$ cat src/rtl/grid_pkg.sv
// rtl/grid_pkg.sv - shared tile/FSM types and packet field positions for grid_update_rx
package grid_pkg;

  typedef enum logic [1:0] {
    UNVISITED = 2'd0,
    VISITED   = 2'd1,
    CURRENT   = 2'd2,
    WALL      = 2'd3
  } tile_t;

  typedef enum logic [1:0] {
    S_IDLE   = 2'd0,
    S_DATA   = 2'd1,
    S_COMMIT = 2'd2
  } state_t;

  localparam int HDR_BIT    = 7;
  localparam int MARK_BIT   = 6;
  localparam int DEF_GRID_W = 4;
  localparam int DEF_GRID_H = 5;

  function automatic logic is_header(input logic [7:0] b);
    return b[HDR_BIT] && !b[MARK_BIT];
  endfunction

endpackage

$ cat src/rtl/grid_update_rx_sync.sv
// rtl/grid_update_rx_sync.sv - 2-FF synchroniser and strobe high-time filter (module sync_edge_filt)
// Emits a one-cycle accept pulse with the byte captured once per qualified high period.
module sync_edge_filt #(
  parameter int FILT_CYC = 4
) (
  input  logic       CLOCK_50,
  input  logic       reset,
  input  logic [7:0] rx_data,
  input  logic       rx_strobe,
  output logic       acc_valid,
  output logic [7:0] acc_data
);

  localparam int CW = $clog2(FILT_CYC + 1);

  logic [1:0]    strb_q, strb_d;
  logic [7:0]    d1_q, d1_d, d2_q, d2_d;
  logic [CW-1:0] cnt_q, cnt_d;
  logic          armed_q, armed_d;
  logic          acc_valid_q, acc_valid_d;
  logic [7:0]    acc_data_q, acc_data_d;

  always_comb begin
    strb_d      = {strb_q[0], rx_strobe};
    d1_d        = rx_data;
    d2_d        = d1_q;
    cnt_d       = cnt_q;
    armed_d     = armed_q;
    acc_valid_d = 1'b0;
    acc_data_d  = acc_data_q;
    // Only a strobe seen low first re-arms, so one long high period yields one byte.
    if (!strb_q[1]) begin
      cnt_d   = '0;
      armed_d = 1'b1;
    end else if (armed_q) begin
      if (cnt_q == CW'(FILT_CYC - 1)) begin
        acc_valid_d = 1'b1;
        acc_data_d  = d2_q;
        armed_d     = 1'b0;
        cnt_d       = '0;
      end else begin
        cnt_d = cnt_q + CW'(1);
      end
    end
  end

  always_ff @(posedge CLOCK_50) begin
    if (reset) begin
      strb_q      <= '0;
      d1_q        <= '0;
      d2_q        <= '0;
      cnt_q       <= '0;
      armed_q     <= 1'b0;
      acc_valid_q <= 1'b0;
      acc_data_q  <= '0;
    end else begin
      strb_q      <= strb_d;
      d1_q        <= d1_d;
      d2_q        <= d2_d;
      cnt_q       <= cnt_d;
      armed_q     <= armed_d;
      acc_valid_q <= acc_valid_d;
      acc_data_q  <= acc_data_d;
    end
  end

  assign acc_valid = acc_valid_q;
  assign acc_data  = acc_data_q;

endmodule

$ cat src/rtl/grid_update_rx.sv
// rtl/grid_update_rx.sv - maze-tile packet receiver with tile map and registered read port
// Optional packet parity check enabled by defining GRID_RX_PARITY_EN.
module grid_update_rx
  import grid_pkg::*;
#(
  parameter int GRID_W   = DEF_GRID_W,
  parameter int GRID_H   = DEF_GRID_H,
  parameter int FILT_CYC = 4,
  parameter int TIMEOUT  = 50000
) (
  input  logic       CLOCK_50,
  input  logic       reset,
  input  logic [7:0] rx_data,
  input  logic       rx_strobe,
  input  logic [2:0] rd_x,
  input  logic [2:0] rd_y,
  output logic [1:0] rd_tile,
  output logic       upd_valid,
  output logic [2:0] upd_x,
  output logic [2:0] upd_y,
  output logic [1:0] upd_tile,
  output logic       pkt_err,
  output logic       busy
);

  localparam int NCELL = GRID_W * GRID_H;
  localparam int IW    = (NCELL > 1) ? $clog2(NCELL) : 1;
  localparam int TW    = $clog2(TIMEOUT + 1);

  logic       acc_valid;
  logic [7:0] acc_data;

  sync_edge_filt #(.FILT_CYC(FILT_CYC)) u_sync (
    .CLOCK_50  (CLOCK_50),
    .reset     (reset),
    .rx_data   (rx_data),
    .rx_strobe (rx_strobe),
    .acc_valid (acc_valid),
    .acc_data  (acc_data)
  );

  state_t        state_q, state_d;
  logic [2:0]    x_q, x_d, y_q, y_d;
  logic [7:0]    data_q, data_d;
  logic [TW-1:0] timer_q, timer_d;
  logic          err_q, err_d, busy_q, busy_d;
  logic [1:0]    grid_q [NCELL];
  logic [1:0]    grid_d [NCELL];
  logic          cur_valid_q, cur_valid_d;
  logic [2:0]    cur_x_q, cur_x_d, cur_y_q, cur_y_d;
  logic          upd_valid_q, upd_valid_d;
  logic [2:0]    upd_x_q, upd_x_d, upd_y_q, upd_y_d;
  logic [1:0]    upd_tile_q, upd_tile_d, rd_tile_q, rd_tile_d;
  logic          par_ok, in_range, rd_in_range, same_pos;
  logic [IW-1:0] wr_idx, cur_idx, rd_idx;

`ifdef GRID_RX_PARITY_EN
  assign par_ok = ~^{2'b10, y_q, x_q, data_q};
`else
  logic unused_data;
  assign par_ok      = 1'b1;
  assign unused_data = ^data_q[7:2];
`endif

  assign in_range    = (int'(x_q) < GRID_W) && (int'(y_q) < GRID_H);
  assign rd_in_range = (int'(rd_x) < GRID_W) && (int'(rd_y) < GRID_H);
  assign same_pos    = (cur_x_q == x_q) && (cur_y_q == y_q);
  assign wr_idx      = IW'(int'(y_q) * GRID_W + int'(x_q));
  assign cur_idx     = IW'(int'(cur_y_q) * GRID_W + int'(cur_x_q));
  assign rd_idx      = IW'(int'(rd_y) * GRID_W + int'(rd_x));

  always_comb begin
    state_d     = state_q;
    x_d         = x_q;
    y_d         = y_q;
    data_d      = data_q;
    timer_d     = timer_q;
    err_d       = err_q;
    grid_d      = grid_q;
    cur_valid_d = cur_valid_q;
    cur_x_d     = cur_x_q;
    cur_y_d     = cur_y_q;
    upd_valid_d = 1'b0;
    upd_x_d     = upd_x_q;
    upd_y_d     = upd_y_q;
    upd_tile_d  = upd_tile_q;
    case (state_q)
      S_IDLE: begin
        if (acc_valid) begin
          if (is_header(acc_data)) begin
            x_d     = acc_data[2:0];
            y_d     = acc_data[5:3];
            timer_d = '0;
            state_d = S_DATA;
          end else begin
            err_d = 1'b1;
          end
        end
      end
      S_DATA: begin
        // Any non-header byte completes the packet; a fresh header restarts it.
        if (acc_valid) begin
          if (is_header(acc_data)) begin
            x_d     = acc_data[2:0];
            y_d     = acc_data[5:3];
            timer_d = '0;
            err_d   = 1'b1;
          end else begin
            data_d  = acc_data;
            state_d = S_COMMIT;
          end
        end else if (timer_q == TW'(TIMEOUT - 1)) begin
          state_d = S_IDLE;
          err_d   = 1'b1;
        end else begin
          timer_d = timer_q + TW'(1);
        end
      end
      S_COMMIT: begin
        state_d = S_IDLE;
        if (!in_range || !par_ok) begin
          err_d = 1'b1;
        end else begin
          grid_d[wr_idx] = data_q[1:0];
          upd_valid_d    = 1'b1;
          upd_x_d        = x_q;
          upd_y_d        = y_q;
          upd_tile_d     = data_q[1:0];
          if (data_q[1:0] == CURRENT) begin
            if (cur_valid_q && !same_pos) grid_d[cur_idx] = VISITED;
            cur_valid_d = 1'b1;
            cur_x_d     = x_q;
            cur_y_d     = y_q;
          end else if (cur_valid_q && same_pos) begin
            cur_valid_d = 1'b0;
          end
        end
      end
      default: state_d = S_IDLE;
    endcase
    busy_d    = (state_d == S_DATA);
    rd_tile_d = rd_in_range ? grid_q[rd_idx] : 2'd0;
  end

  always_ff @(posedge CLOCK_50) begin
    if (reset) begin
      state_q     <= S_IDLE;
      x_q         <= '0;
      y_q         <= '0;
      data_q      <= '0;
      timer_q     <= '0;
      err_q       <= 1'b0;
      busy_q      <= 1'b0;
      grid_q      <= '{default: 2'd0};
      cur_valid_q <= 1'b0;
      cur_x_q     <= '0;
      cur_y_q     <= '0;
      upd_valid_q <= 1'b0;
      upd_x_q     <= '0;
      upd_y_q     <= '0;
      upd_tile_q  <= '0;
      rd_tile_q   <= '0;
    end else begin
      state_q     <= state_d;
      x_q         <= x_d;
      y_q         <= y_d;
      data_q      <= data_d;
      timer_q     <= timer_d;
      err_q       <= err_d;
      busy_q      <= busy_d;
      grid_q      <= grid_d;
      cur_valid_q <= cur_valid_d;
      cur_x_q     <= cur_x_d;
      cur_y_q     <= cur_y_d;
      upd_valid_q <= upd_valid_d;
      upd_x_q     <= upd_x_d;
      upd_y_q     <= upd_y_d;
      upd_tile_q  <= upd_tile_d;
      rd_tile_q   <= rd_tile_d;
    end
  end

  assign rd_tile   = rd_tile_q;
  assign upd_valid = upd_valid_q;
  assign upd_x     = upd_x_q;
  assign upd_y     = upd_y_q;
  assign upd_tile  = upd_tile_q;
  assign pkt_err   = err_q;
  assign busy      = busy_q;

endmodule

$ cat config.mk
export PLATFORM = sky130hd
export DESIGN_NAME = grid_update_rx
export DESIGN_NICKNAME = d
export VERILOG_FILES = /design/src/rtl/grid_pkg.sv /design/src/rtl/grid_update_rx_sync.sv /design/src/rtl/grid_update_rx.sv
export SDC_FILE = /design/constraint.sdc
export NUM_CORES = 1
export LEC_CHECK = 0
export CAP_MARGIN = 5
export CORE_MARGIN = 2
export CORE_UTILIZATION = 50
export DETAILED_ROUTE_END_ITERATION = 10
export HOLD_SLACK_MARGIN = 0.1
export MAX_ROUTING_LAYER = met4
export PLACE_DENSITY = 0.7
export SYNTH_ARGS = -nofsm -noshare
export SYNTH_HDL_FRONTEND = slang
export SYNTH_SLANG_ARGS = --single-unit
$ cat constraint.sdc
create_clock -name CLOCK_50 -period 4.31 [get_ports CLOCK_50]
set_input_delay 0.431 -clock CLOCK_50 [delete_from_list [all_inputs] [get_ports CLOCK_50]]
set_output_delay 0.431 -clock CLOCK_50 [all_outputs]
set_load 0.005 [all_outputs]
==> results.cfg <==
[run_status]
status = complete, no violations

[worst_setup_path]
critPathCaptureType = flop
crit_arrival_ps = 2770
cp_max_fo = 19
path_class = reg2reg
start_kind = flop
worst-endpoint-required_ps = 4730

[clock_tree]
cts_hold_buf = 0
clk_path_buf_depth = 2
cts_resized = 0
cts.sinks = 117
cts_buffers = 17
cts_tree = done
post_cts_buffers = 0
clk_pin_slew_ps = 60
clock_latency_ps = 510
cts.htree.levels = 4
root_buffer = clkbuf_8

[worst_hold_path]
worst_hold_path_type = reg2reg

[pwr]
p_comb_share_pct = 2.1
leakage_uw = 0.00215
irDropWorstVdd_mv = 0.289
p_int_uw = 2200
netSwitchingPower_uw = 509
clockPowerShare_pct = 57.4
switching_share_pct = 18.8
p_per_area_nw_per_um2 = 426
finalPower_uw = 2710
seqPwrFrac_pct = 40.4

[run]
maxCapViolations = 0

[logic_synthesis]
ys_seq_area_share_pct = 43.6
synth_cell_type_count = 48
synth_edf_count = 0
yosys_warnings = 0
synth_fp_nets = 596
synth_cells = 571
ys_ff_latch = 117
synth-main-ff-cell = dfxtp_1
syn_avg_cell_area_um2 = 9.40
async_flop_share_pct = 0
netlist_area_um2 = 5370

[timing]
maxSlewViolCount = 0
fin_setup_tns_ps = 0
hold_viol_final = 0
fmaxAchievable_ghz = 0.425
final.min_clock_period_ps = 2350
setup_viol = 0
finalCritPeriodShare_pct = 54.5
worst_pin_slew_ps = 1210
slew_headroom_pct = 19.3
skew_ps = 5.89
holdWs_ps = 433
grt_setup_unrepaired = no

[routing]
num_vias = 4351
vias_per_cell = 5.91
routed_wl_mm = 12.5
drc = 0
dr.pass1.iters = 5
wl_per_cell_um = 16.9
ant_nets = 0
drtIter0Drc = 292

[final_layout]
diodes = 0
finalNetCount = 614
drive_above_1_share_pct = 10.5
area_delta_synth_final_pct = 18.4

[global_route]
grt_start_max_net_pins = 121
grt.busiest_layer = met2
grt_pass1_vias = 4321
grt_pass1_wl_mm = 20.9
use_met3_pct = 6.05
gr-usage-all-layers_pct = 23.7
overflow = 0
met2_usage_pct = 37.2
antenna_found_initial = 0
grt_use_met1_pct = 29.4

[die]
die_height_um = 108
die-area_um2 = 11600
start_util_pct = 51.7
ios = 30
coreArea_um2 = 10400
rows = 37
fp.dieW_um = 108

[placement]
place_congestion = 0.821
io_buffers = 29
dp_hpwl_mm = 7.93
per-stage QoR:
stage | util [%] | cell area (µm²) | cells | setup WS (ps)
4_1_cts | 61.3 | 6350 | 736 | 1970
3_3_place_gp | 55.0 | 5710 | 706 | 1720
2_1_floorplan | - | 5370 | 571 | 2270
3_5_place_dp | 55.0 | 5710 | 706 | 1690
6_report | 61.3 | 6350 | 736 | 1960
5_1_grt | 61.3 | 6350 | 736 | 1710
worst max-delay path, cell delays in order, from the launching register on:
cell and delay (ps):
dfxtp_1 380, o21ai_2 220, and3_1 610, nand2_2 230, or4b_1 610, o22ai_1 200
state kept, by name (all words and copies together) (netlist names), 8 cells and up:
register,cells
timer_q,16
grid_q,40
u_sync.d2_q,8
u_sync.acc_data,8
u_sync.d1_q,8
logic make-up after synthesis:
| kind of cell | after synthesis | synth area share (%) |
|---|---|---|
| buffers and inverters | 41 | 3.33 |
| DFF | 117 | 43.6 |
| adders and majority gates | 8 | 1.87 |
| and+or+nand+nor | 219 | 23.5 |
| xor gates and xnor gates | 10 | 1.63 |
| AOI/OAI and AO/OA | 117 | 12.6 |
| muxes | 59 | 13.4 |
power groups by stage:
stage / registers [µW] / logic (µW) / clock network (µW)
floorplan: 1120 / 37.4 / 0
global placement: 1120 / 56.3 / 0
detailed placement: 1120 / 57.8 / 0
CTS: 1090 / 58.1 / 1570
global route: 1090 / 62.6 / 1620
finish: 1090 / 57.6 / 1550
cell usage after synthesis, types with 2 or more instances:
cell type / number / area share, %
ha_1: 8 / 1.9
nor4_1: 5 / 0.58
nor4_2: 6 / 1.4
nor2_1: 30 / 2.1
nor4_4: 3 / 1.2
nand3b_1: 2 / 0.28
nand2b_1: 7 / 0.82
nand3_1: 15 / 1.4
a31oi_1: 3 / 0.35
o22ai_1: 23 / 2.7
nor2b_1: 21 / 2.4
and3_1: 4 / 0.47
and2_1: 5 / 0.58
nand4b_1: 4 / 0.65
mux2_2: 4 / 0.84
inv_1: 6 / 0.42
o21ai_0: 16 / 1.5
nor3b_1: 6 / 0.84
buf_4: 2 / 0.28
or4_1: 5 / 0.70
mux2i_1: 45 / 8.4
and4b_1: 2 / 0.37
clkbuf_1: 23 / 1.6
nand2_1: 66 / 4.6
xnor2_1: 7 / 1.1
a21oi_1: 52 / 4.8
mux4_2: 10 / 4.2
or3_1: 8 / 0.93
dfxtp_1: 117 / 44
buf_2: 8 / 0.75
nand4_1: 6 / 0.70
xor2_1: 3 / 0.49
a211oi_1: 21 / 2.9
or4b_1: 3 / 0.56
nor3_1: 12 / 1.1
path summary, 6_finish.rpt:
check | from | end | slack (ps) | cells past startpoint
setup reg to reg | y_q[0]$_SDFFE_PP0P_ | grid_q[18]$_SDFFE_PP0P_ | 1960 | 5
hold reg to reg | u_sync.d1_q[2]$_SDFF_PP0_ | u_sync.d2_q[2]$_SDFF_PP0_ | 430 | 1
hold / removal | u_sync.d1_q[2]$_SDFF_PP0_ | u_sync.d2_q[2]$_SDFF_PP0_ | 430 | 1
setup / recovery | y_q[0]$_SDFFE_PP0P_ | grid_q[18]$_SDFFE_PP0P_ | 1960 | 5
routing by layer:
layer  routed length [µm]  vias to the layer above  part of all wire [%]
li1                     -                     2120                     -
met1                 5670                     2075                    46
met2                 6010                      136                    48
met3                  540                       20                   4.3
met4                  240                        0                   1.9
met5                    0                        -                     0
cell usage in the layout, fill, tap and decap left out, drive strengths merged, types with 7 or more instances in the layout:
master	n
dfxtp	117
nand2	67
a21oi	52
mux2i	45
nor2	30
clkdlybuf4s50	28
o22ai	23
nor2b	21
a211oi	21
clkbuf	21
o21ai	17
nand3	16
nor4	14
nor3	13
mux4	10
or3	8
ha	8
nand2b	7
xnor2	7
layout make-up:
type	count	area, µm²
well taps	136	170
flip-flops and latches	117	2340
multi-input cells	413	2850
inverters	6	22.5
clock buffers	21	449
fillers	870	4020
repair buffers	34	325
clock inverters	9	200
(Power assumes the default switching activity.)
==> edit, RTL diff (same settings) <==
Put one more register stage on the output `upd_x`. The value now appears one clock later. The other outputs are not delayed to match.
--- a/src/rtl/grid_update_rx.sv
+++ b/src/rtl/grid_update_rx.sv
@@ -183,5 +183,7 @@
   assign rd_tile   = rd_tile_q;
   assign upd_valid = upd_valid_q;
-  assign upd_x     = upd_x_q;
+  always_ff @(posedge CLOCK_50) begin
+    upd_x <= upd_x_q;
+  end
   assign upd_y     = upd_y_q;
   assign upd_tile  = upd_tile_q;
Formal check against the unedited RTL: same outputs for any inputs over 10 cycles, from zero or initial values and one cycle with reset high; that may be too few to reach the edited logic, so the function may still have changed.
==> edit against the original RTL <==
- cell area grew 0.69%
- synthesized area grew 2.8%
- core utilization shrank 2.0 points
- critical path depth shrank 1
- largest cell class unchanged
- sequential cell count grew 3
- sequential share of layout area grew 0.69 points
- total power shrank 8.0%
- global-route usage is essentially flat
- setup slack lost 0.21 ns
- cell count shrank 0.95%
- wire length is essentially flat
- highest routed layer unchanged
- first-iteration DRC count shrank 4.5%
- die area grew 2.7%
==> edit: results (changes against the original RTL) <==
- Antenna violations before repair: 0 (unchanged)
- Total track usage: 0.236 (-0.000449)
- Ranking of synthesized cells by area: dfxtp_1 44%, mux2i_1 7.8%, mux4_2 4.9%
- Top-area cell type share of the netlist area: 0.435 (-0.000992)
- R2R cell count: 4 (-1)
- Grt met1 use: 0.313 (+0.0185)
- Crit-path slowest cell: nor3b_1
- Vias in the first global route: 4195 (-2.9%)
- Critical Path AT: 2.91 ns (+0.14 ns)
- Reg2reg setup slack: 1.75 ns (-0.21 ns)
- Seq/Total Area, Yosys: 0.435 (-0.000992)
- Placer Congestion: 0.927 (+13%)
- R2R Path Start: data_q[0]
- Outcome: finished clean
- Routed wl met3: 687 um (+27%)
- Min-Delay Startpoint: upd_x_q[2]
- First-pass GRT wire length: 21.1 mm (+1.0%)
- GR Util met3: 0.0496 (-0.0109)
- Dpl ws: 1.58 ns (-0.111 ns)
- Post-DP HPWL: 8.49 mm (+6.9%)
- Wire length on met1: 5.61 mm (-1.1%)
- Internal: 1.92 mW (-12%)
- Post-Route Skew: 0.00936 ns (+0.00346 ns)
- Rel. slew slack: 0.342 (+0.150)
- Placed instance count: 697 (-1.3%)
- Synthesized instance count: 560 (-1.9%)
- WL met2: 5.92 mm (-1.4%)
- Final Non-Filler Cells: 729 (-0.95%)
- NumNets Final: 601 (-2.1%)
- Post-synth top cells: 120 x dfxtp_1, 63 x nand2_1, 43 x mux2i_1, 42 x a21oi_1, 25 x nor2_1
- Hold Crit Depth: 0 (-1)
- Worst IR drop on VDD: 0.346 mV (+20%)
- Initial DRC count: 279 (-4.5%)
- DP Area: 5840 um^2 (+2.4%)
- Syn nets: 585 (-1.8%)
- Max stage delay on crit path: 0.81 ns (+0.20 ns)
- Final WL: 12.5 mm (about the same)
- Share of layout cells above drive strength 1: 0.127 (+0.0223)
- Part of the cycle the worst path needs: 0.595 (+0.0493)
- Worst hold path endpoint: upd_x[2]
- Largest net degree at the start of global routing: 94 (-22%)
- CP Max Fanout: 23 (+4)
- CP Capture Point: grid_q[33]
- Synth cell types: 59 (+23%)
- Worst Hold Slack: 0.348 ns (-0.0846 ns)
- Setup repair bufs after CTS: 0 (unchanged)
- Combinational Power Share: 0.023 (+0.002)
- Via count: 4396 (+1.0%)
## edit: cell types whose count changed after synthesis, sizes merged, moves of 5 or more
cell and change:
o21ai -7, nor2 -5, or4 +7, a21oi -10
## edit: worst max-delay path, delay by kind of cell, from the launching register on
kind	cells	cell delay, ns
and+or+nand+nor	3	1.61
DFF	1	0.61
AOI/OAI and AO/OA	1	0.17
## edit: logic make-up (layout without fill, tap and decap cells)
kind of cell / Yosys count / in the layout / share of synthesized area
simple gates: 209 / 209 / 0.237
flops: 120 / 120 / 0.435
compound gates: 110 / 110 / 0.123
mux: 57 / 57 / 0.131
buf+inv: 45 / 74 / 0.0376
xor+xnor: 11 / 11 / 0.0175
fa+ha+maj: 8 / 8 / 0.0181
## edit: layout make-up
type | count | area [um^2]
clock inverter | 14 | 138
clock buffer | 18 | 418
inverter | 9 | 33.8
multi-input combinational | 395 | 2910
sequential | 120 | 2400
tap | 140 | 175
fill | 903 | 4390
timing repair buffer | 33 | 318
